--- config.mk ---
export PLATFORM = sky130hd
export DESIGN_NAME = noc_rr_packet_arbiter
export DESIGN_NICKNAME = d
export VERILOG_FILES = /design/src/rtl/noc_rr_packet_arbiter.sv
export SDC_FILE = /design/constraint.sdc
export NUM_CORES = 1
export LEC_CHECK = 0
export CORE_MARGIN = 5
export CORE_UTILIZATION = 48
export DETAILED_ROUTE_END_ITERATION = 7
export GPL_ROUTABILITY_DRIVEN = 1
export PLACE_DENSITY = 0.79
export SLEW_MARGIN = 10
export SYNTH_ARGS = -nofsm -noshare
export SYNTH_HDL_FRONTEND = slang
export SYNTH_SLANG_ARGS = --single-unit
--- constraint.sdc ---
create_clock -name clk -period 5.4 [get_ports clk]
set_input_delay 1.08 -clock clk [delete_from_list [all_inputs] [get_ports clk]]
set_output_delay 1.08 -clock clk [all_outputs]
set_load 0.02 [all_outputs]
--- src/rtl/noc_rr_packet_arbiter.sv ---
// N-input round-robin output-port arbiter for the NoC crossbar.
// Holds each grant for a whole packet; an optional watchdog frees stalled grants.
module noc_rr_packet_arbiter #(
    parameter int                NUM_PORTS   = 5,
    parameter int                LEN_W       = 12,
    parameter int                TYPE_W      = 3,
    parameter logic [TYPE_W-1:0] HEADER_CODE = 3'b001,
    parameter int                MAX_HOLD    = 0
) (
    input  logic                          clk,
    input  logic                          rst,
    input  logic [NUM_PORTS-1:0]          req,
    input  logic [NUM_PORTS*TYPE_W-1:0]   flit_type,
    input  logic [NUM_PORTS*LEN_W-1:0]    length,
    input  logic                          xfer,
    output logic [NUM_PORTS-1:0]          grant,
    output logic                          idle,
    output logic [$clog2(NUM_PORTS)-1:0]  grant_idx,
    output logic                          wd_abort
);

    localparam int IDX_W   = $clog2(NUM_PORTS);
    localparam int STALL_W = ($clog2(MAX_HOLD + 1) > 1) ? $clog2(MAX_HOLD + 1) : 1;

    typedef enum logic {
        S_IDLE,
        S_BUSY
    } state_t;

    state_t               state_q, state_d;
    logic [NUM_PORTS-1:0] grant_q, grant_d;
    logic                 idle_q, idle_d;
    logic [IDX_W-1:0]     grant_idx_q, grant_idx_d;
    logic                 wd_abort_q, wd_abort_d;
    logic [LEN_W-1:0]     len_q, len_d;
    logic [LEN_W-1:0]     flit_cnt_q, flit_cnt_d;
    logic [STALL_W-1:0]   stall_cnt_q, stall_cnt_d;

    logic                 win_found;
    logic [IDX_W-1:0]     win_idx;
    logic [TYPE_W-1:0]    win_type;
    logic [LEN_W-1:0]     win_len;
    logic [LEN_W-1:0]     win_len_eff;
    logic                 cur_req;
    logic                 tail;
    logic                 wd_hit;
    logic                 release_now;

    // Scan farthest-to-nearest so the nearest requester after grant_idx wins.
    always_comb begin
        win_found = 1'b0;
        win_idx   = '0;
        for (int k = NUM_PORTS; k >= 1; k--) begin
            int p;
            p = (int'(grant_idx_q) + k) % NUM_PORTS;
            if (req[IDX_W'(p)]) begin
                win_found = 1'b1;
                win_idx   = IDX_W'(p);
            end
        end
    end

    // Non-header winners and zero lengths are treated as single-flit packets.
    always_comb begin
        win_type = flit_type[win_idx*TYPE_W +: TYPE_W];
        win_len  = length[win_idx*LEN_W +: LEN_W];
        if (win_type != HEADER_CODE || win_len == '0) begin
            win_len_eff = LEN_W'(1);
        end else begin
            win_len_eff = win_len;
        end
    end

    always_comb begin
        cur_req     = req[grant_idx_q];
        tail        = xfer && ((flit_cnt_q + LEN_W'(1)) == len_q);
        wd_hit      = (MAX_HOLD != 0) && !xfer
                      && ((int'(stall_cnt_q) + 1) == MAX_HOLD);
        release_now = tail || !cur_req || wd_hit;
    end

    always_comb begin
        state_d     = state_q;
        grant_d     = grant_q;
        idle_d      = idle_q;
        grant_idx_d = grant_idx_q;
        wd_abort_d  = 1'b0;
        len_d       = len_q;
        flit_cnt_d  = flit_cnt_q;
        stall_cnt_d = stall_cnt_q;

        case (state_q)
            S_IDLE: begin
                if (win_found) begin
                    state_d     = S_BUSY;
                    grant_d     = NUM_PORTS'(1) << win_idx;
                    idle_d      = 1'b0;
                    grant_idx_d = win_idx;
                    len_d       = win_len_eff;
                    flit_cnt_d  = '0;
                    stall_cnt_d = '0;
                end
            end
            S_BUSY: begin
                if (xfer) begin
                    flit_cnt_d  = flit_cnt_q + LEN_W'(1);
                    stall_cnt_d = '0;
                end else if (stall_cnt_q != '1) begin
                    stall_cnt_d = stall_cnt_q + STALL_W'(1);
                end
                if (release_now) begin
                    wd_abort_d = wd_hit && cur_req;
                    if (win_found) begin
                        grant_d     = NUM_PORTS'(1) << win_idx;
                        grant_idx_d = win_idx;
                        len_d       = win_len_eff;
                        flit_cnt_d  = '0;
                        stall_cnt_d = '0;
                    end else begin
                        state_d = S_IDLE;
                        grant_d = '0;
                        idle_d  = 1'b1;
                    end
                end
            end
            default: begin
                state_d = S_IDLE;
                grant_d = '0;
                idle_d  = 1'b1;
            end
        endcase
    end

    always_ff @(posedge clk) begin
        if (rst) begin
            state_q     <= S_IDLE;
            grant_q     <= '0;
            idle_q      <= 1'b1;
            grant_idx_q <= IDX_W'(NUM_PORTS - 1);
            wd_abort_q  <= 1'b0;
            len_q       <= LEN_W'(1);
            flit_cnt_q  <= '0;
            stall_cnt_q <= '0;
        end else begin
            state_q     <= state_d;
            grant_q     <= grant_d;
            idle_q      <= idle_d;
            grant_idx_q <= grant_idx_d;
            wd_abort_q  <= wd_abort_d;
            len_q       <= len_d;
            flit_cnt_q  <= flit_cnt_d;
            stall_cnt_q <= stall_cnt_d;
        end
    end

    assign grant     = grant_q;
    assign idle      = idle_q;
    assign grant_idx = grant_idx_q;
    assign wd_abort  = wd_abort_q;

endmodule

==> run summary <==
IO Count -> 93
Root Buffer -> clkbuf_8
first-pass GRT wire length -> 22.04 mm
RePlAce Congestion -> 0.9051
1st-iter DRT viols -> 362
Final Cycle Share -> 96.33%
r2r setup slk -> 0.20 ns
Worst Max-Slew Pin Slew -> 0.7031 ns
synthesized area -> 4497 um2
Post-DRT Antenna Nets -> 0
Synth top area share -> 15.14%
CTS Sinks -> 34
largest net degree at the start of global routing -> 28
setup violators final -> 0
hold path startpoint -> len_q[11]
RSZ-0062 raised after global routing -> yes
synthesized netlist cell count -> 606
Inserted Diodes -> 0
Final nets -> 805
hold buffers post-CTS -> 0
GR Overflow Total -> 0
#FFs+latches synth -> 34
detailed-route via count -> 4856
Max Slew Vio Count -> 0
r2r startpoint -> grant_idx[0]
port buffer count -> 91
Max-slew headroom -> 52.69%
vias in the first global route -> 4651
critical path arrival -> 5.37 ns
CP cell instances -> inv_1 -> ha_1 -> xnor2_4 -> inv_2 -> ha_1 -> nor2_1 -> a21oi_2 -> xnor2_2 -> inv_1 -> ha_1 -> nor2b_1 -> a21oi_1 -> or4_1 -> a211o_1 -> and4_1 -> a211oi_1 -> a21boi_1 -> nor2_4 -> mux2i_1 -> mux2_2 -> a41oi_1 -> a21oi_1
Worst Clk Skew -> 0.008424 ns
post-CTS setup buffers -> 0
slowest stage delay, CP -> 0.44 ns
synth unique cells -> 83
Area growth syn-to-layout -> 26.43%
most frequent cells after synthesis -> 74 x nand2_1, 43 x a21oi_1, 43 x mux2i_1
core footprint -> 9196 um2
Synth Flop Type -> dfxtp_1
MaxCap Viol Count -> 0
fmax -> 192.2 MHz
Post-synth EDFFs -> 0
Setup CP Type -> flop to flop
gr usage total -> 23.04%
critical path endpoint category -> flop
WL per Instance -> 16.75 um
count leader, synth -> nand2_1
synth top area cells -> dfxtp_1 15%, mux2i_1 9.6%, ha_1 7.8%
setup ws final -> 0.1983 ns
antenna violations before repair -> 0
outcome -> finished, final reports clean
sequential share of the synthesized area -> 15.14%
worst hold path type -> flop to flop
Die ar. -> 11400 um2
Crit path required time -> 5.57 ns
final instance area -> 5685 um2
DRT Wirelength -> 13.48 mm
Initial Utilization -> 48.90%
first drt pass iteration count -> 7
syn_nets -> 717
cell mode on critical path -> ha_1
Ys Warns -> 0
die width -> 106.8 um
placed cell area -> 5580 um2
reg2reg end -> len_q[0]
Setup Slack @ Placement -> 0.1633 ns
final hold vios -> 0
top cell type by total area after synthesis -> dfxtp_1
share of post-route cells with drive strength above 1 -> 9.654%
Die Y -> 106.8 um
Skew-Pair Late Insertion Delay -> 0.29 ns
CTS tree -> done
Worst setup SP type -> flop
sink of the worst hold path -> len_q[11]
PostCTS Resize Cnt -> 0
clock slew at reported path FFs -> 0.07 ns
Hold Path Depth -> 2
via/cell ratio -> 6.032
post-layout minimum cycle time -> 5.202 ns
# rows -> 35
htree depth -> 2
R2R cell count -> 22
total CTS buffers -> 5
clock tree buffer depth -> 2
Async S/R FF share, synth -> 0%
Post-Syn Area per Cell -> 7.420 um2
CP max-delay cell -> nor2_4
dpl hpwl -> 10.93 mm
Crit Path Max Fanout -> 15
drt drc -> 0
## critical path, delay by kind of cell, from the launching register on
kind	cells	cell delay [ns]
compound gates	7	1.41
xor+xnor	2	0.44
fa+ha+maj	3	0.72
buf+inv	3	0.31
flops	1	0.41
mux	2	0.45
simple gates	5	1.33
## kinds of logic after synthesis
logic type / synth area share, %
adder cells (fa/ha/maj): 7.791
other: 0.08339
AO/OA/AOI/OAI: 28.49
XOR/XNOR: 6.622
AND/OR/NAND/NOR: 23.43
buffers and inverters: 6.065
multiplexers: 12.38
flip-flops: 15.14
## placed cells by master (no fill, tap or decap), types with 10 or more instances in the layout
| cell | netlist | routed |
|---|---|---|
| xnor2_1 | 21 | 19 |
| nor2_1 | 39 | 39 |
| a21oi_1 | 43 | 43 |
| ha_1 | 28 | 27 |
| nor3_1 | 21 | 21 |
| inv_1 | 26 | 26 |
| o211ai_1 | 10 | 10 |
| nand2_1 | 74 | 74 |
| nand3_1 | 12 | 12 |
| clkdlybuf4s50_1 | 0 | 91 |
| mux2i_1 | 43 | 43 |
| buf_4 | 3 | 22 |
| o21ai_0 | 37 | 37 |
| dfxtp_1 | 34 | 33 |
## cell type report
cell class | count | area (um2)
clock buffer | 5 | 68.82
sequential | 34 | 681.9
timing repair buffer | 113 | 1076
tap | 111 | 138.9
fill | 825 | 3511
multi-input combinational | 509 | 3593
inverter | 31 | 116.4
clock inverter | 2 | 10.01
## worst max-delay path by stage
stage / depth (start not counted) / from / endpoint
after CTS: 19 / grant_idx[1] / len_q[0]
after global placement: 19 / grant_idx[1] / len_q[0]
after detailed placement: 19 / grant_idx[0] / len_q[0]
final: 22 / grant_idx[0] / len_q[0]
after global routing: 19 / grant_idx[2] / len_q[0]
after floorplan: 25 / grant_idx[0] / len_q[0]
## stage by stage
step | hold slack (ns) | TNS, ns | std cells | utilization [%]
finish | 0.4698 | 0 | 805 | 61.82
global route | 0.4880 | -0.05616 | 805 | 61.82
CTS | 0.4720 | 0 | 805 | 61.54
detailed placement | 0.4646 | 0 | 798 | 60.68
global placement | 0.4549 | 0 | 798 | 60.68
floorplan | 0.4368 | 0 | 606 | -
## sequential cells by signal, summed over array words and instances (netlist names)
register	count
flit_cnt_q	12
grant	5
len_q	12
state_q	1
idle	1
grant_idx	3
## routing by layer
layer	up-vias	global-route usage [%]	part of all wire (%)
li1	2399	-	-
met1	2247	30.25	44
met2	187	39.52	48
met3	23	3.913	6.3
met4	0	5.114	1.7
met5	-	0	0
Power is left out: the tool's default activity adds up to more than one toggle a clock period on the data nets, which glitch-free logic cannot reach.
